$ cat config.mk
export PLATFORM = sky130hd
export DESIGN_NAME = uart_rx_flat
export DESIGN_NICKNAME = d
export VERILOG_FILES = /design/src/rtl/uart_pkg.sv /design/src/rtl/uart_rx_if.sv /design/src/rtl/sync_2ff.sv /design/src/rtl/uart_rx.sv /design/src/flat_wrapper.sv
export SDC_FILE = /design/constraint.sdc
export NUM_CORES = 1
export LEC_CHECK = 0
export ABC_CLOCK_PERIOD_IN_PS = 1400
export CAP_MARGIN = 20
export CORE_MARGIN = 5
export CORE_UTILIZATION = 45
export DETAILED_ROUTE_END_ITERATION = 7
export HOLD_SLACK_MARGIN = 0.03
export PLACE_DENSITY_LB_ADDON = 0.2
export SLEW_MARGIN = 20
export SYNTH_ARGS = -nofsm -noshare
export SYNTH_HDL_FRONTEND = slang
export SYNTH_SLANG_ARGS = --single-unit
$ cat constraint.sdc
create_clock -name clk -period 1.4 [get_ports clk]
set_input_delay 0.14 -clock clk [delete_from_list [all_inputs] [get_ports clk]]
set_output_delay 0.14 -clock clk [all_outputs]
set_load 0.005 [all_outputs]
$ cat src/rtl/uart_pkg.sv
// ---------------------------------------------------------------
// uart_pkg : shared UART types and constants (used by rx and tx)
// ---------------------------------------------------------------
`timescale 1ns/1ps
`default_nettype none

package uart_pkg;
  typedef enum logic [1:0] {
    IDLE  = 2'd0,
    START = 2'd1,
    DATA  = 2'd2,
    STOP  = 2'd3
  } uart_state_t;

  localparam int   UART_DATA_BITS  = 8;
  localparam logic UART_IDLE_LEVEL = 1'b1;
endpackage

`default_nettype wire

$ cat src/rtl/uart_rx_if.sv
// ---------------------------------------------------------------
// uart_rx_if : serial line plus byte-side outputs of the receiver
// ---------------------------------------------------------------
`timescale 1ns/1ps
`default_nettype none

interface uart_rx_if;
  import uart_pkg::*;

  logic                      rx;
  logic [UART_DATA_BITS-1:0] data;
  logic                      valid;
  logic                      frame_err;
  logic                      busy;

  modport master (output rx, input data, valid, frame_err, busy);
  modport slave  (input rx, output data, valid, frame_err, busy);
endinterface

`default_nettype wire

$ cat src/rtl/sync_2ff.sv
// ---------------------------------------------------------------
// sync_2ff : two-flop synchronizer with configurable reset value
// ---------------------------------------------------------------
`timescale 1ns/1ps
`default_nettype none

module sync_2ff #(
  parameter int               WIDTH     = 1,
  parameter logic [WIDTH-1:0] RESET_VAL = '0
) (
  input  logic             clk,
  input  logic             rst,
  input  logic [WIDTH-1:0] d_i,
  output logic [WIDTH-1:0] q_o
);
  logic [WIDTH-1:0] meta_q;
  logic [WIDTH-1:0] sync_q;

  always_ff @(posedge clk) begin
    if (rst) begin
      meta_q <= RESET_VAL;
      sync_q <= RESET_VAL;
    end else begin
      meta_q <= d_i;
      sync_q <= meta_q;
    end
  end

  assign q_o = sync_q;
endmodule

`default_nettype wire

$ cat src/rtl/uart_rx.sv
// ---------------------------------------------------------------
// uart_rx : 8N1 receiver, mid-bit sampling, one-cycle valid/error strobes
// ---------------------------------------------------------------
`timescale 1ns/1ps
`default_nettype none

module uart_rx
  import uart_pkg::*;
#(
  parameter int CLKS_PER_BIT = 16
) (
  input  logic      clk,
  input  logic      rst,
  uart_rx_if.slave  bus
);
  localparam int            CW       = $clog2(CLKS_PER_BIT);
  localparam logic [CW-1:0] CNT_HALF = CW'(CLKS_PER_BIT / 2 - 1);
  localparam logic [CW-1:0] CNT_LAST = CW'(CLKS_PER_BIT - 1);
  localparam logic [2:0]    IDX_LAST = 3'(UART_DATA_BITS - 1);

  logic                      rx_s;
  logic                      rx_q;
  uart_state_t               state_q, state_d;
  logic [CW-1:0]             cnt_q, cnt_d;
  logic [2:0]                idx_q, idx_d;
  logic [UART_DATA_BITS-1:0] shreg_q, shreg_d;
  logic [UART_DATA_BITS-1:0] data_q, data_d;
  logic                      valid_q, valid_d;
  logic                      ferr_q, ferr_d;

  sync_2ff #(
    .WIDTH     (1),
    .RESET_VAL (UART_IDLE_LEVEL)
  ) u_sync_rx (
    .clk (clk),
    .rst (rst),
    .d_i (bus.rx),
    .q_o (rx_s)
  );

  always_ff @(posedge clk) begin
    if (rst) begin
      state_q <= IDLE;
      cnt_q   <= '0;
      idx_q   <= '0;
      shreg_q <= '0;
      rx_q    <= UART_IDLE_LEVEL;
      data_q  <= '0;
      valid_q <= 1'b0;
      ferr_q  <= 1'b0;
    end else begin
      state_q <= state_d;
      cnt_q   <= cnt_d;
      idx_q   <= idx_d;
      shreg_q <= shreg_d;
      rx_q    <= rx_s;
      data_q  <= data_d;
      valid_q <= valid_d;
      ferr_q  <= ferr_d;
    end
  end

  always_comb begin
    state_d = state_q;
    cnt_d   = cnt_q + CW'(1);
    idx_d   = idx_q;
    shreg_d = shreg_q;
    data_d  = data_q;
    valid_d = 1'b0;
    ferr_d  = 1'b0;
    unique case (state_q)
      IDLE: begin
        cnt_d = '0;
        // Edge-triggered so a stuck-low line never restarts reception.
        if (rx_q && !rx_s) state_d = START;
      end
      START: begin
        if (cnt_q == CNT_HALF) begin
          cnt_d   = '0;
          idx_d   = '0;
          state_d = rx_s ? IDLE : DATA;
        end
      end
      DATA: begin
        if (cnt_q == CNT_LAST) begin
          cnt_d          = '0;
          shreg_d[idx_q] = rx_s;
          idx_d          = idx_q + 3'd1;
          if (idx_q == IDX_LAST) state_d = STOP;
        end
      end
      STOP: begin
        if (cnt_q == CNT_LAST) begin
          cnt_d   = '0;
          state_d = IDLE;
          if (rx_s) begin
            data_d  = shreg_q;
            valid_d = 1'b1;
          end else begin
            ferr_d  = 1'b1;
          end
        end
      end
      default: state_d = IDLE;
    endcase
  end

  assign bus.data      = data_q;
  assign bus.valid     = valid_q;
  assign bus.frame_err = ferr_q;
  assign bus.busy      = (state_q != IDLE);
endmodule

`default_nettype wire

$ cat src/flat_wrapper.sv
// flat-port wrapper written by rule: the top's interface ports become plain ports
module uart_rx_flat import uart_pkg::*;
#(
  parameter int CLKS_PER_BIT = 16
)
  (clk, rst, bus_rx, bus_data, bus_valid, bus_frame_err, bus_busy);
  uart_rx_if bus_i ();
  input  logic clk;
  input  logic rst;
  input wire logic [$bits(bus_i.rx)-1:0] bus_rx;
  output wire logic [$bits(bus_i.data)-1:0] bus_data;
  output wire logic [$bits(bus_i.valid)-1:0] bus_valid;
  output wire logic [$bits(bus_i.frame_err)-1:0] bus_frame_err;
  output wire logic [$bits(bus_i.busy)-1:0] bus_busy;
  assign bus_i.rx = bus_rx;
  assign bus_data = bus_i.data;
  assign bus_valid = bus_i.valid;
  assign bus_frame_err = bus_i.frame_err;
  assign bus_busy = bus_i.busy;
  uart_rx #(.CLKS_PER_BIT(CLKS_PER_BIT)) u_core (.clk(clk), .rst(rst), .bus(bus_i));
endmodule
==> impl_metrics.py <==
metrics = {
    "cts": {
        "cts-root-buf": "clkbuf_4",
        "clk_pin_slew_ns": 0.09,
        "h-tree-depth": 2,
        "cts_hold_buf": 0,
        "numClockSinks": 30,
        "clk_latency_ns": 0.33,
        "cts_tree": "built",
        "cts-buffers-inserted": 5,
        "cts_buffer_depth": 2,
    },
    "global_routing": {
        "grt_pass1_vias": 1084,
        "grt_pass1_wl_um": 4820,
        "grt_antenna_before_repair": 0,
        "grt_usage": 0.152,
        "grt_max_degree": 16,
        "globalRouteOverflowTotal": 0,
    },
    "critical_path": {
        "crit_chain": "buf_4 > nor2_4 > inv_1 > dlygate4sd2_1",
        "worstPathMaxFanout": 5,
        "rrSetupSlack_ns": 0.02,
        "crit_required_ns": 1.26,
        "crit_type": "reg2out",
        "cp.arrival_ns": 1.24,
        "critPathSlowestCell": "dfxtp_2",
        "cp-end-kind": "output port",
        "crit_path_start": "u_core.state_q[0]$_SDFFE_PP0P_",
        "start_kind": "flip-flop",
        "slowest_delay_ns": 0.34,
        "rr_startpoint": "u_core.state_q[0]$_SDFFE_PP0P_",
    },
    "layout": {
        "seqCellArea_um2": 608,
        "drive_gt1_frac": 0.300,
        "syn2layout_area_growth_pct": 31.8,
        "final.fill_count": 240,
        "nets": 186,
        "multi_input_area_um2": 686,
        "fin_area_um2": 1700,
        "diodes": 0,
    },
    "synth": {
        "syn-cell-area_um2": 1290,
        "yosys_warnings": 0,
        "synth_area_per_cell_um2": 8.90,
        "synth_top_area_frac": 0.466,
        "synth-seq-area-share": 0.466,
        "syn_nets": 151,
        "ys_types": 37,
        "synth_top_area_cell": "dfxtp_1",
        "synthCells": 145,
        "ys_top_cells_by_area": "dfxtp_1 47%, a21oi_1 6.2%, nand2_1 5.5%",
        "ys_ff_latch": 30,
    },
    "die": {
        "start_util": 0.468,
        "core_um2": 2760,
        "die_x_um": 63.5,
        "rows": 19,
        "die_area_um2": 4040,
        "io_pins": 14,
        "fp.dieH_um": 63.5,
    },
    "timing": {
        "maxSlewHeadroom": 0.763,
        "rsz0062_at_grt": "yes",
        "finalSetupViolations": 0,
        "tightest_slew_ns": 0.355,
        "skew_ns": 0.00271,
        "slew_violations": 0,
        "final.setup.tns_ns": 0,
        "period_share": 0.988,
        "finalCriticalPeriod_ns": 1.38,
        "hold_violations": 0,
        "fmax_ghz": 0.723,
    },
    "detailed_routing": {
        "drc": 0,
        "wire_per_inst_um": 13.1,
        "vias": 1123,
        "drt_first_pass_iters": 4,
        "postRouteAntennaNets": 0,
        "drt_iter0_drc": 26,
        "avgViaCountPerCell": 5.32,
        "wirelength_um": 2760,
    },
    "placed_design": {
        "place_area_um2": 1550,
        "portBuffers": 13,
        "place.gp.congestion": 0.854,
        "hpwl_um": 1990,
    },
    "worst_hold_path": {
        "hold_class": "in2reg",
        "min_from": "bus_rx",
    },
    "flow_run": {
        "maxCapViolCount": 0,
    },
    "power": {
        "total_power_w": 0.00140,
        "leakage_nw": 0.624,
        "ir_drop_uv": 776,
        "p_per_area_nw_per_um2": 824,
    },
    "outcome": {
        "status": "complete, no violations",
    },
}
synthesized netlist by cell type:
| master | count |
|---|---|
| or3_1 | 4 |
| nand3_1 | 4 |
| o221ai_1 | 1 |
| a21o_1 | 1 |
| nand4bb_2 | 1 |
| nor2b_1 | 1 |
| o21bai_1 | 1 |
| a31oi_1 | 1 |
| buf_4 | 2 |
| ha_1 | 3 |
| a211oi_1 | 1 |
| and3_4 | 1 |
| a2111oi_2 | 1 |
| nor4_2 | 1 |
| nand2b_1 | 1 |
| nand4_2 | 1 |
| and2_1 | 1 |
| or2_2 | 4 |
| buf_6 | 1 |
| nor4_1 | 1 |
| nand4b_1 | 1 |
| mux2i_1 | 6 |
| buf_1 | 1 |
| nor2_1 | 10 |
| clkbuf_1 | 4 |
| o21ai_0 | 8 |
| mux2_2 | 1 |
| nand3b_1 | 1 |
| dfxtp_1 | 30 |
| nor3_1 | 6 |
| nand2_1 | 19 |
| inv_1 | 4 |
| and3_1 | 2 |
| a21oi_1 | 16 |
| and4_1 | 1 |
| xnor2_1 | 1 |
| nor3b_1 | 2 |
timing repair:
item | 4_1_cts | 5_1_grt
endpoints found under the setup margin | 15 | 22
setup buffers | 1 | 4
gates resized for setup | 10 | 10
pin swaps | 0 | 6
state kept, by name, indices dropped and copies added, names as in the netlist, named ones only:
signal and cells:
u_core.rx_q 1, u_core.u_sync_rx.meta_q 1, u_core.state_q 1, u_core.cnt_q 4
u_core.shreg_q 8, u_core.bus.frame_err 1, u_core.idx_q 3, u_core.u_sync_rx.q_o 1
u_core.bus.valid 1, u_core.bus.data 8
per-layer routing:
metal | track usage | share of wire
met1 | 0.176 | 0.44
met2 | 0.253 | 0.51
met3 | 0.0444 | 0.039
met4 | 0.0701 | 0.016
met5 | 0 | 0
path summary, 6_finish.rpt:
kind                                        end  cells after the start
min reg2reg     u_core.u_sync_rx.q_o$_SDFF_PP1_                      1
min          u_core.u_sync_rx.meta_q$_SDFF_PP1_                      2
max                                    bus_busy                      4
max reg2reg      u_core.shreg_q[7]$_SDFFE_PP0P_                      5
power by group:
group	switching [W]	internal [W]
registers	0.00000570	0.000859
logic	0.0000336	0.0000355
clock network	0.000286	0.000180
total	0.000326	0.00107
stage by stage:
stage / utilization / setup WS [ns] / hold WS (ns) / cells
6_report: 0.617 / 0.0172 / 0.370 / 211
3_5_place_dp: 0.563 / -0.0613 / 0.400 / 199
4_1_cts: 0.595 / -0.0103 / 0.367 / 207
3_3_place_gp: 0.563 / -0.0257 / 0.396 / 199
2_1_floorplan: - / 0.00266 / 0.244 / 145
5_1_grt: 0.617 / -0.0421 / 0.375 / 211
logic make-up after synthesis:
group / share of synthesized area
buffers and inverters: 0.0465
muxes: 0.0553
and+or+nand+nor: 0.263
AOI/OAI and AO/OA: 0.134
adders and majority gates: 0.0291
xor gates and xnor gates: 0.00679
DFF: 0.466
worst max-delay path, delay by kind of cell (launching register included):
family | cells | cell delay (ns)
DFF | 1 | 0.34
and+or+nand+nor | 1 | 0.12
buffers and inverters | 3 | 0.44
cell usage in the layout, fill, tap and decap left out, drive strengths merged, types with 2 or more instances in the layout:
cell	synthesis	routed
and3	3	3
nor3	6	6
ha	3	3
clkbuf	4	5
nor3b	2	2
nor2	10	10
mux2i	6	6
o21ai	8	8
a21oi	16	16
nand2	19	19
inv	4	4
or2	4	4
nor4	2	2
buf	4	23
clkdlybuf4s50	0	12
nand3	4	4
dfxtp	30	30
clkinv	0	2
or3	4	4
cell type report:
| cell class | instances | share of cell area |
|---|---|---|
| multi-input combinational | 103 | 0.403 |
| sequential | 30 | 0.358 |
| timing repair buffer | 36 | 0.180 |
| tap | 31 | 0.0228 |
| clock buffer | 5 | 0.0221 |
| inverter | 4 | 0.00883 |
| clock inverter | 2 | 0.00589 |
(Power assumes the default switching activity.)
